$ cat config.mk
export PLATFORM = sky130hd
export DESIGN_NAME = counter_seq_ctrl
export DESIGN_NICKNAME = d
export VERILOG_FILES = /design/src/rtl/counter_seq_pkg.sv /design/src/rtl/counter_seq_ctrl_step.sv /design/src/rtl/counter_seq_ctrl.sv
export SDC_FILE = /design/constraint.sdc
export NUM_CORES = 1
export LEC_CHECK = 0
export ABC_AREA = 1
export CORE_MARGIN = 10
export CORE_UTILIZATION = 36
export CTS_CLUSTER_SIZE = 10
export DETAILED_ROUTE_END_ITERATION = 10
export PLACE_DENSITY = 0.69
export SLEW_MARGIN = 20
export SYNTH_ARGS = -nofsm -noshare
export SYNTH_HDL_FRONTEND = slang
export SYNTH_HIERARCHICAL = 1
export SYNTH_SLANG_ARGS = --single-unit
$ cat constraint.sdc
create_clock -name clk -period 6.3 [get_ports clk]
set_input_delay 1.575 -clock clk [delete_from_list [all_inputs] [get_ports clk]]
set_output_delay 1.575 -clock clk [all_outputs]
set_load 0.005 [all_outputs]
$ cat src/rtl/counter_seq_pkg.sv
// Purpose: shared types and constants for the counter sequencing controller.
// Latency: n/a (types and constants only).
// Backpressure: n/a.
package counter_seq_pkg;

  // Default counter width; must match the counter's counter_out.
  localparam int WIDTH_DEF = 8;

  typedef enum logic [1:0] {
    IDLE = 2'd0,
    RUN  = 2'd1,
    HOME = 2'd2,
    DONE = 2'd3
  } state_t;

endpackage

$ cat src/rtl/counter_seq_ctrl_step.sv
// Purpose: checks that every enabled cycle moved the counter by exactly +/-1.
// Latency: step_err is combinational from count_in against last cycle's registers.
// Backpressure: none; observes only.
//
// Ports:
//   clk, rst     clock, synchronous active-low reset
//   enable, dir  counter enable/direction driven in the current cycle
//   count_in     current counter value
//   step_err     previous cycle was enabled and count_in != prev +/- 1
module count_step_checker
  import counter_seq_pkg::*;
#(
  parameter int WIDTH = WIDTH_DEF
) (
  input  logic             clk,
  input  logic             rst,
  input  logic             enable,
  input  logic             dir,
  input  logic [WIDTH-1:0] count_in,
  output logic             step_err
);

  localparam logic [WIDTH-1:0] ONE = {{(WIDTH-1){1'b0}}, 1'b1};

  logic [WIDTH-1:0] prev_count;
  logic             prev_en;
  logic [WIDTH-1:0] expected;

  always_ff @(posedge clk) begin
    if (!rst) begin
      prev_count <= '0;
      prev_en    <= 1'b0;
    end else begin
      prev_count <= count_in;
      prev_en    <= enable;
    end
  end

  // Modular arithmetic: wrap through 0 / all-ones is a legal step.
  always_comb begin
    expected = dir ? (prev_count + ONE) : (prev_count - ONE);
  end

  assign step_err = prev_en && (count_in != expected);

endmodule

$ cat src/rtl/counter_seq_ctrl.sv
// Purpose: sequences an up/down counter to a commanded target (shortest path) or home.
// Latency: move of distance d -> done at accept+d+2; home -> done at accept+2.
// Backpressure: cmd_ready only in IDLE; cmd_valid ignored otherwise, no queueing.
//
// Ports:
//   clk, rst                         clock, synchronous active-low reset
//   cmd_valid/cmd_ready              command handshake
//   cmd_home, cmd_target             command payload (home, or move to target)
//   count_in                         counter_out of the controlled counter
//   cnt_rst, cnt_enable, cnt_dir     drives to the counter
//   busy, done, err                  status: in progress, completion pulse, sticky error
module counter_seq_ctrl
  import counter_seq_pkg::*;
#(
  parameter int WIDTH = WIDTH_DEF
) (
  input  logic             clk,
  input  logic             rst,
  input  logic             cmd_valid,
  output logic             cmd_ready,
  input  logic             cmd_home,
  input  logic [WIDTH-1:0] cmd_target,
  input  logic [WIDTH-1:0] count_in,
  output logic             cnt_rst,
  output logic             cnt_enable,
  output logic             cnt_dir,
  output logic             busy,
  output logic             done,
  output logic             err
);

  localparam logic [WIDTH-1:0] HALF = {1'b1, {(WIDTH-1){1'b0}}};

  state_t           state;
  state_t           state_nxt;
  logic [WIDTH-1:0] target_q;
  logic             home_q;
  logic             dir_q;
  logic             err_q;

  logic             accept;
  logic             at_target;
  logic             step_err;
  logic             err_set;
  logic [WIDTH-1:0] diff;

  // Ready is suppressed while reset is held so nothing is accepted during reset.
  assign cmd_ready = (state == IDLE) && rst;
  assign accept    = cmd_valid && cmd_ready;
  assign diff      = cmd_target - count_in;
  assign at_target = (count_in == target_q);

  count_step_checker #(
    .WIDTH (WIDTH)
  ) u_step (
    .clk      (clk),
    .rst      (rst),
    .enable   (cnt_enable),
    .dir      (dir_q),
    .count_in (count_in),
    .step_err (step_err)
  );

  always_comb begin
    state_nxt  = state;
    cnt_enable = 1'b0;
    cnt_rst    = 1'b0;
    err_set    = 1'b0;
    unique case (state)
      IDLE: begin
        if (accept) state_nxt = cmd_home ? HOME : RUN;
      end
      RUN: begin
        // A bad step stops the counter in the same cycle it is detected.
        if (step_err) begin
          err_set   = 1'b1;
          state_nxt = DONE;
        end else if (at_target) begin
          state_nxt = DONE;
        end else begin
          cnt_enable = 1'b1;
        end
      end
      HOME: begin
        cnt_rst   = 1'b1;
        state_nxt = DONE;
      end
      DONE: begin
        // The counter has had one edge to honour cnt_rst; it must read zero now.
        if (home_q && (count_in != '0)) err_set = 1'b1;
        state_nxt = IDLE;
      end
      default: state_nxt = IDLE;
    endcase
  end

  always_ff @(posedge clk) begin
    if (!rst) begin
      state    <= IDLE;
      target_q <= '0;
      home_q   <= 1'b0;
      dir_q    <= 1'b0;
      err_q    <= 1'b0;
    end else begin
      state <= state_nxt;
      if (accept) begin
        target_q <= cmd_target;
        home_q   <= cmd_home;
        // Exactly half-way goes up.
        dir_q    <= (diff <= HALF);
      end
      if (err_set) err_q <= 1'b1;
    end
  end

  assign cnt_dir = dir_q;
  assign busy    = (state != IDLE);
  assign done    = (state == DONE);
  // err is visible in the detecting cycle and held thereafter.
  assign err     = err_q | err_set;

endmodule

==> key figures, run 1 <==
Finish
  • Design area: 2300 um^2
  • Layout Nets: 386
  • Commonest non-fill, non-tap cell in the layout: nand2_1
  • Area growth, synth to finish: 20.0%
  • Share of cells above drive strength 1: 0.0669
  • Commonest cells after routing, fill and taps aside: nand2_1, inv_1, clkdlybuf4s50_1, nand3_1, nor2_1
  • Ant diodes: 0

Logic synthesis
  • Cell Area, Synth: 1920 um^2
  • Seq cells post-synth: 22
  • Yosys warns: 6
  • Post-synthesis mux area share: 0
  • Main area contributors after synthesis: dfxtp_1, nand2_1, inv_1
  • Yosys top cell area share: 0.229
  • Syn Area/Cell: 6.05 um^2
  • Synth area leader: dfxtp_1
  • Largest family of logic cells by synthesized area: simple AND/OR/NAND/NOR gates
  • Synth Area in Adders: 0.138
  • Seq/Total Area, Yosys: 0.229
  • Post-Synth Simple-Gate Area: 0.396
  • Post-synthesis compound-gate area fraction: 0.0508
  • Post-synthesis cell type count: 22
  • Syn Nets: 357
  • Gate Count Post-Synth: 317
  • XOR/XNOR share of the synthesized area: 0.0456

Worst hold path
  • Hold Crit Class: reg2reg
  • HP Start: target_q[6]
  • Hold Path Cell Cnt: 2

STA
  • Final worst-path cycle share: 0.835
  • Slew Limit Fails: 0
  • Final min period: 5.26 ns
  • RSZ-0062 raised after global routing: false
  • Clock skew: 0.00205 ns
  • Max Clock Freq: 190 MHz
  • Setup ws final: 1.04 ns
  • Endpoints failing setup: 0
  • Endpoints failing hold: 0
  • Setup TNS: 0 ns
  • Slew HR: 0.797
  • Worst-Margin Slew: 0.303 ns

Route
  • Drt pass-1 iters: 4
  • DRC viols: 0
  • Avg WL per Cell: 10.3 um
  • Detail Route Antenna Nets: 0
  • DRT iter0 DRCs: 64
  • Via density: 4.50
  • Post-Route WL: 4260 um
  • Routed vias: 1863

Clock network
  • CTS tree: done
  • Root buf cell: clkbuf_8
  • Hold_buf cts: 0
  • Post-CTS Repair Setup Buffers: 0
  • H-tree level count: 1
  • TritonCTS Sinks: 22
  • Clock buffer count from CTS: 3
  • Clk buf depth: 2
  • Worst skew pair latency: 0.26 ns
  • CTS resizes: 0
  • Clock transition at path regs: 0.07 ns

Place
  • Final HPWL DP: 3590 um
  • Placer congestion estimate: 0.871
  • Placed cell area: 2260 um^2
  • Port bufs: 26
  • Dpl ws: 1.04 ns

Power
  • Design Power: 592 uW
  • Combinational group share of total power: 0.553
  • VDD IR max: 0.0816 mV
  • Clock power share: 0.145
  • Sequential fraction of design power: 0.303
  • NetSw: 247 uW
  • Internal power: 345 uW
  • Sw Share: 0.418
  • Leakage: 0.00129 uW
  • Pwr Density: 257 nW/um^2

Floorplan
  • Cell Rows: 26
  • Die W: 93.0 um
  • Initial Util: 0.373
  • Core Area: 5140 um^2
  • Die Y: 93.0 um
  • # IOs: 27
  • Die Area: 8650 um^2

Setup path
  • Crit-path max FO: 6
  • Worst Setup Path Type: in2out
  • Worst-path cell chain: clkdlybuf4s50_1 -> inv_1 -> nand2_1 -> nand2_1 -> inv_1 -> nand2_1 -> nand2_1 -> nand3_2 -> nor2_1 -> a21oi_1 -> nor2_1 -> nand2_2 -> inv_1 -> clkdlybuf4s50_1
  • Worst path max stage delay: 0.62 ns
  • Critical Path Source: count_in[4]
  • WP data arrival: 3.69 ns
  • Launching point of the worst reg2reg path: cnt_dir
  • Most common cell on crit path: nand2_1
  • Max stage delay cell, worst path: clkdlybuf4s50_1
  • R2R depth: 12
  • WP data required: 4.72 ns
  • Startpoint types: input pin
  • Worst reg2reg setup slack: 3.95 ns
  • Setup crit end kind: output port

GRT
  • Number of global-route vias before repair: 1797
  • GRT Total Usage: 0.101
  • Largest net degree at the start of global routing: 24
  • First-pass GRT wire length: 7530 um
  • GRT overflow: 0
  • Initial antenna violation count: 0

Job
  • # Max-Cap Violations: 0

Run status
  • Outcome: completed
flip-flops by register name, indices dropped and copies added (netlist names):
| name | count |
|---|---|
| target_q | 8 |
| u_step/prev_count | 8 |
| state | 2 |
| cnt_dir | 1 |
| err_q | 1 |
| home_q | 1 |
| u_step/prev_en | 1 |
cell families (layout without fill, tap and decap cells):
family | count (synthesis) | count (layout)
buffers and inverters | 71 | 98
AO/OA/AOI/OAI | 19 | 19
flip-flops | 22 | 22
XOR/XNOR | 10 | 10
adder cells (fa/ha/maj) | 20 | 20
AND/OR/NAND/NOR | 175 | 175
final cells by class:
cell class | count | area [um^2]
tap | 70 | 87.6
fill | 580 | 2840
sequential | 22 | 440
timing repair buffer | 27 | 268
multi-input combinational | 224 | 1210
inverter | 68 | 255
clock buffer | 3 | 41.3
per-layer routing:
layer	vias up	routed length [um]	GRT usage
li1	1015	-	-
met1	809	2040	0.119
met2	33	2030	0.184
met3	6	124	0.0120
met4	0	63	0.0308
met5	-	0	0
worst max-delay path, delay by kind of cell:
family,cells,cell delay (ns)
and+or+nand+nor,8,0.68
buffers and inverters,5,1.33
AOI/OAI and AO/OA,1,0.09
final timing paths:
check / end
worst max-delay path: cnt_enable
worst min-delay path: target_q[6]
worst max register to register: state[0]
worst min register to register: target_q[6]
cell usage after synthesis:
library cell and count:
nand3_1 24, nand3_2 6, clkbuf_1 2, nand2_2 5
xor2_1 2, inv_1 61, a21oi_1 13, fa_1 2
o21ai_1 2, nand2_1 111, dfxtp_1 22, nand3b_1 3
nor2_1 23, xnor2_1 8, inv_2 6, ha_1 18
nand4_1 1, or2_4 2, a21boi_0 1, o21ai_0 3
clkinv_1 1, buf_2 1
power by group through the flow:
stage	clock [uW]	sequential [uW]	combinational (uW)
floorplan	0	178	239
detailed placement	0	183	327
global placement	0	183	322
finish	85.6	179	327
CTS	89.9	180	329
global route	96.2	183	380
stage by stage:
step | util | hold slack [ns] | cells
2_1_floorplan | - | 0.425 | 317
3_3_place_gp | 0.440 | 0.446 | 411
3_5_place_dp | 0.440 | 0.460 | 411
4_1_cts | 0.448 | 0.472 | 414
5_1_grt | 0.448 | 0.502 | 414
6_report | 0.448 | 0.473 | 414
Power figures use the tool's default switching activity.
==> run 2, diff against run 1 <==
--- a/config.mk
+++ b/config.mk
@@ -10,7 +10,7 @@
 export CORE_UTILIZATION = 36
 export CTS_CLUSTER_SIZE = 10
 export DETAILED_ROUTE_END_ITERATION = 10
-export PLACE_DENSITY = 0.69
+export PLACE_DENSITY = 0.71
 export SLEW_MARGIN = 20
 export SYNTH_ARGS = -nofsm -noshare
 export SYNTH_HDL_FRONTEND = slang
==> constraint.sdc (replaced) <==
create_clock -name clk -period 4.55 [get_ports clk]
set_input_delay 1.1375 -clock clk [delete_from_list [all_inputs] [get_ports clk]]
set_output_delay 1.1375 -clock clk [all_outputs]
set_load 0.005 [all_outputs]
==> key figures, run 2 (synthesis results as in run 1) <==
Place
  • Dpl ws: 0.245 ns
  • Placer congestion estimate: 0.945
  • Final HPWL DP: 3690 um
  • Placed cell area: 2290 um^2
  • Port bufs: 26

GRT
  • GRT Total Usage: 0.105
  • Number of global-route vias before repair: 1807
  • Initial antenna violation count: 0
  • Largest net degree at the start of global routing: 24
  • GRT overflow: 0
  • First-pass GRT wire length: 7690 um

STA
  • Endpoints failing setup: 0
  • Max Clock Freq: 233 MHz
  • Slew Limit Fails: 0
  • Setup TNS: 0 ns
  • Final worst-path cycle share: 0.944
  • Endpoints failing hold: 0
  • Final min period: 4.30 ns
  • Worst-Margin Slew: 0.301 ns
  • Clock skew: 0.00899 ns
  • RSZ-0062 raised after global routing: false
  • Setup ws final: 0.254 ns
  • Slew HR: 0.799

Clock network
  • Post-CTS Repair Setup Buffers: 0
  • Worst skew pair latency: 0.27 ns
  • Root buf cell: clkbuf_8
  • Clk buf depth: 2
  • CTS resizes: 0
  • Clock buffer count from CTS: 3
  • Hold_buf cts: 0
  • TritonCTS Sinks: 22
  • CTS tree: done
  • Clock transition at path regs: 0.09 ns
  • H-tree level count: 1

Floorplan
  • # IOs: 27
  • Die Y: 93.0 um
  • Die W: 93.0 um
  • Initial Util: 0.373
  • Cell Rows: 26
  • Die Area: 8650 um^2
  • Core Area: 5140 um^2

Setup path
  • Launching point of the worst reg2reg path: cnt_dir
  • Crit-path max FO: 6
  • WP data arrival: 3.16 ns
  • Reg-to-reg endpoint: state[1]
  • WP data required: 3.41 ns
  • R2R depth: 13
  • Setup crit end kind: output port
  • Worst-path cell chain: clkdlybuf4s50_1 -> inv_1 -> nand2_1 -> nand2_1 -> inv_1 -> nand2_1 -> nand2_1 -> nand3_2 -> nor2_1 -> a21oi_1 -> nor2_1 -> nand2_2 -> inv_1 -> clkdlybuf4s50_1
  • Worst reg2reg setup slack: 2.14 ns
  • Startpoint types: input pin
  • Worst path max stage delay: 0.57 ns
  • Largest delay share family, worst path: buffers and inverters
  • Worst Setup Path Type: in2out
  • Most common cell on crit path: nand2_1
  • Crit path buffers/inverters: 5
  • Max stage delay cell, worst path: clkdlybuf4s50_1

Finish
  • Biggest regs: target_q: 8 flops, u_step/prev_count: 8 flops, state: 2 flops
  • Layout Nets: 390
  • Ant diodes: 0
  • Commonest cells after routing, fill and taps aside: nand2_1, inv_1, clkdlybuf4s50_1, nand3_1, nor2_1
  • Design area: 2360 um^2
  • Commonest non-fill, non-tap cell in the layout: nand2_1
  • Area growth, synth to finish: 23.1%
  • # fillers: 590
  • Core Util, Final: 0.460
  • Share of cells above drive strength 1: 0.0802

Route
  • Avg WL per Cell: 10.6 um
  • Drt pass-1 iters: 4
  • Metal3 WL: 173 um
  • Top routing layer used: met4
  • Wl on met1: 2120 um
  • DRC viols: 0
  • Detail Route Antenna Nets: 0
  • DRT iter0 DRCs: 135
  • Via density: 4.55
  • Post-Route WL: 4450 um
  • Routed vias: 1907
  • Met2 wire length: 2040 um

Worst hold path
  • Hold Crit Class: reg2reg
  • Hold path endpoint: err_q
  • HP Start: err_q
  • Hold Path Cell Cnt: 2

Power
  • Design Power: 895 uW
  • Leakage: 0.00133 uW
  • Pwr Density: 379 nW/um^2
  • VDD IR max: 0.152 mV

Run status
  • Outcome: completed

Job
  • # Max-Cap Violations: 0
-- run 2: cell count changes in the layout (fill, tap and decap cells not counted) --
cell / delta
bufinv_16: +1
buf_4: +4
-- run 2: stage by stage --
stage,cells,hold slack [ns]
final,419,0.473
after global routing,419,0.509
after floorplan,317,0.425
after detailed placement,415,0.467
after CTS,419,0.481
after global placement,415,0.441
-- run 2: where the power goes --
| group | switching, uW | internal, uW | leakage, uW | total, uW |
|---|---|---|---|---|
| Clock | 69.3 | 118 | 0.0000357 | 187 |
| Sequential | 26.3 | 224 | 0.000182 | 250 |
| Combinational | 261 | 197 | 0.00111 | 458 |
-- run 2: worst max path at each step --
stage / start / end / cells after the start
4_1_cts: count_in[4] / cnt_enable / 14
6_report: count_in[4] / cnt_enable / 14
2_1_floorplan: count_in[4] / cnt_enable / 11
3_3_place_gp: count_in[4] / cnt_enable / 14
5_1_grt: count_in[4] / cnt_enable / 14
3_5_place_dp: count_in[4] / cnt_enable / 14
-- run 2: cell type report --
| cell class | instances | area (um^2) | area share |
|---|---|---|---|
| Clock buffer | 3 | 41.3 | 0.0175 |
| Clock inverter | 1 | 30.0 | 0.0127 |
| Inverter | 68 | 255 | 0.108 |
| Multi-Input combinational cell | 224 | 1210 | 0.512 |
| Sequential cell | 22 | 440 | 0.186 |
| Tap cell | 70 | 87.6 | 0.0371 |
| Timing Repair Buffer | 31 | 298 | 0.126 |
-- run 2: worst reg2reg max path: stages, from the launching register on --
cell     delay (ns)
dfxtp_1        0.50
inv_1          0.24
ha_1           0.40
inv_1          0.11
nand2_1        0.05
nand2_1        0.07
xor2_1         0.21
nand3_2        0.09
nor2_1         0.12
a21oi_1        0.09
nor2_1         0.14
nand2_2        0.10
a21oi_1        0.13
nor2_1         0.06
-- run 2: routing by layer --
layer,global-route usage,up-vias
met4,0.0450,0
li1,-,1022
met5,0,-
met3,0.0120,13
met2,0.180,38
met1,0.129,834
==> run 3, diff against run 2 <==
--- a/config.mk
+++ b/config.mk
@@ -7,10 +7,10 @@
 export LEC_CHECK = 0
 export ABC_AREA = 1
 export CORE_MARGIN = 10
-export CORE_UTILIZATION = 36
+export CORE_UTILIZATION = 50
 export CTS_CLUSTER_SIZE = 10
 export DETAILED_ROUTE_END_ITERATION = 10
-export PLACE_DENSITY = 0.71
+export PLACE_DENSITY = 0.89
 export SLEW_MARGIN = 20
 export SYNTH_ARGS = -nofsm -noshare
 export SYNTH_HDL_FRONTEND = slang
==> key figures, run 3 (synthesis results as in run 1) <==
STA
  • Setup TNS: 0 ns
  • Clock skew: 0.00589 ns
  • Worst-Margin Slew: 0.283 ns
  • Max Clock Freq: 233 MHz
  • Final min period: 4.30 ns
  • Endpoints failing hold: 0
  • Slew HR: 0.811
  • Setup ws final: 0.250 ns
  • Endpoints failing setup: 0
  • Final worst-path cycle share: 0.945
  • Slew Limit Fails: 0
  • RSZ-0062 raised after global routing: false

Finish
  • Ant diodes: 0
  • Non-Filler Instances: 394
  • Commonest cells after routing, fill and taps aside: nand2_1, inv_1, clkdlybuf4s50_1, nand3_1, nor2_1
  • Commonest non-fill, non-tap cell in the layout: nand2_1
  • Layout Nets: 388
  • Design area: 2290 um^2
  • Area growth, synth to finish: 19.4%
  • Biggest regs: target_q: 8 flops, u_step/prev_count: 8 flops, state: 2 flops
  • Share of cells above drive strength 1: 0.0723

Place
  • Placer congestion estimate: 0.856
  • Placed insts: 391
  • Dpl ws: 0.299 ns
  • Final HPWL DP: 3510 um
  • Placed cell area: 2250 um^2
  • Port bufs: 26

Power
  • Pwr Density: 362 nW/um^2
  • Sequential fraction of design power: 0.300
  • VDD IR max: 0.155 mV
  • Design Power: 829 uW
  • Combinational group share of total power: 0.552
  • Clock power share: 0.148
  • Internal power: 479 uW
  • Leakage: 0.00130 uW
  • NetSw: 351 uW
  • Sw Share: 0.423

Setup path
  • WP data required: 3.41 ns
  • Worst Setup Path Type: in2out
  • Most common cell on crit path: nand2_1
  • Crit path buffers/inverters: 5
  • Crit-path max FO: 5
  • WP data arrival: 3.16 ns
  • Worst path max stage delay: 0.53 ns
  • Setup crit end kind: output port
  • Startpoint types: input pin
  • Max stage delay cell, worst path: clkdlybuf4s50_1
  • Largest delay share family, worst path: buffers and inverters
  • Worst-path cell chain: clkdlybuf4s50_1 -> inv_1 -> nand2_1 -> nand2_1 -> inv_1 -> nand2_1 -> nand2_1 -> nand3_2 -> nor2_1 -> a21oi_1 -> nor2_1 -> nand2_2 -> inv_1 -> clkdlybuf4s50_1

Floorplan
  • Die Y: 82.0 um
  • Die Area: 6720 um^2
  • Core Area: 3690 um^2
  • Cell Rows: 22
  • Initial Util: 0.520
  • # IOs: 27
  • Die W: 82.0 um

Route
  • Avg WL per Cell: 10.8 um
  • Post-Route WL: 4260 um
  • Drt pass-1 iters: 4
  • Wl on met1: 2040 um
  • DRT iter0 DRCs: 81
  • Met2 wire length: 2090 um
  • Via density: 4.76
  • Top routing layer used: met4
  • Metal3 WL: 100 um
  • Routed vias: 1877
  • DRC viols: 0
  • Detail Route Antenna Nets: 0

Job
  • # Max-Cap Violations: 0

Clock network
  • TritonCTS Sinks: 22
  • Worst skew pair latency: 0.27 ns
  • CTS tree: done
  • Post-CTS Repair Setup Buffers: 0
  • Clk buf depth: 2
  • CTS resizes: 0
  • Clock transition at path regs: 0.08 ns
  • H-tree level count: 1
  • Hold_buf cts: 0
  • Clock buffer count from CTS: 3
  • Root buf cell: clkbuf_8

GRT
  • GRT Total Usage: 0.135
  • Number of global-route vias before repair: 1794
  • First-pass GRT wire length: 7500 um
  • GRT overflow: 0
  • Initial antenna violation count: 0
  • Largest net degree at the start of global routing: 23

Run status
  • Outcome: completed

Worst hold path
  • Hold Crit Class: reg2reg
[run 3: changes by cell type in the layout (fill, tap and decap cells not counted)]
cell       previous run  this run
buf_4                 5         3
bufinv_16             1         0
[run 3: routing by layer]
| metal | vias up | global-route usage |
|---|---|---|
| li1 | 1018 | - |
| met1 | 824 | 0.171 |
| met2 | 32 | 0.231 |
| met3 | 3 | 0.0120 |
| met4 | 0 | 0.0510 |
| met5 | - | 0 |
[run 3: path summary, 6_finish.rpt]
kind / from / endpoint / slack, ns / depth (start not counted)
min reg2reg: err_q / err_q / 0.48 / 2
min: err_q / err_q / 0.48 / 2
max: count_in[4] / cnt_enable / 0.25 / 14
max reg2reg: cnt_dir / state[0] / 2.19 / 12
[run 3: tightest hold or removal path, stage by stage (launching register included)]
cell and delay [ns]:
dfxtp_1 0.32, nor2_1 0.05, nor2_1 0.07
[run 3: metrics by stage]
stage	utilization	hold slack (ns)
global placement	0.610	0.444
floorplan	-	0.425
detailed placement	0.610	0.464
finish	0.621	0.479
global route	0.621	0.500
CTS	0.621	0.479
[run 3: final cells by class]
class	count	area [um^2]
Fill cell	345	1400
Multi-Input combinational cell	224	1210
Sequential cell	22	440
Timing Repair Buffer	29	283
Inverter	68	255
Tap cell	48	60.1
Clock buffer	3	41.3
[run 3: power by group through the flow]
stage | Sequential (uW) | Clock (uW) | Combinational (uW)
floorplan | 247 | 0 | 332
global placement | 252 | 0 | 440
detailed placement | 254 | 0 | 455
CTS | 249 | 123 | 458
global route | 253 | 131 | 529
finish | 249 | 122 | 458
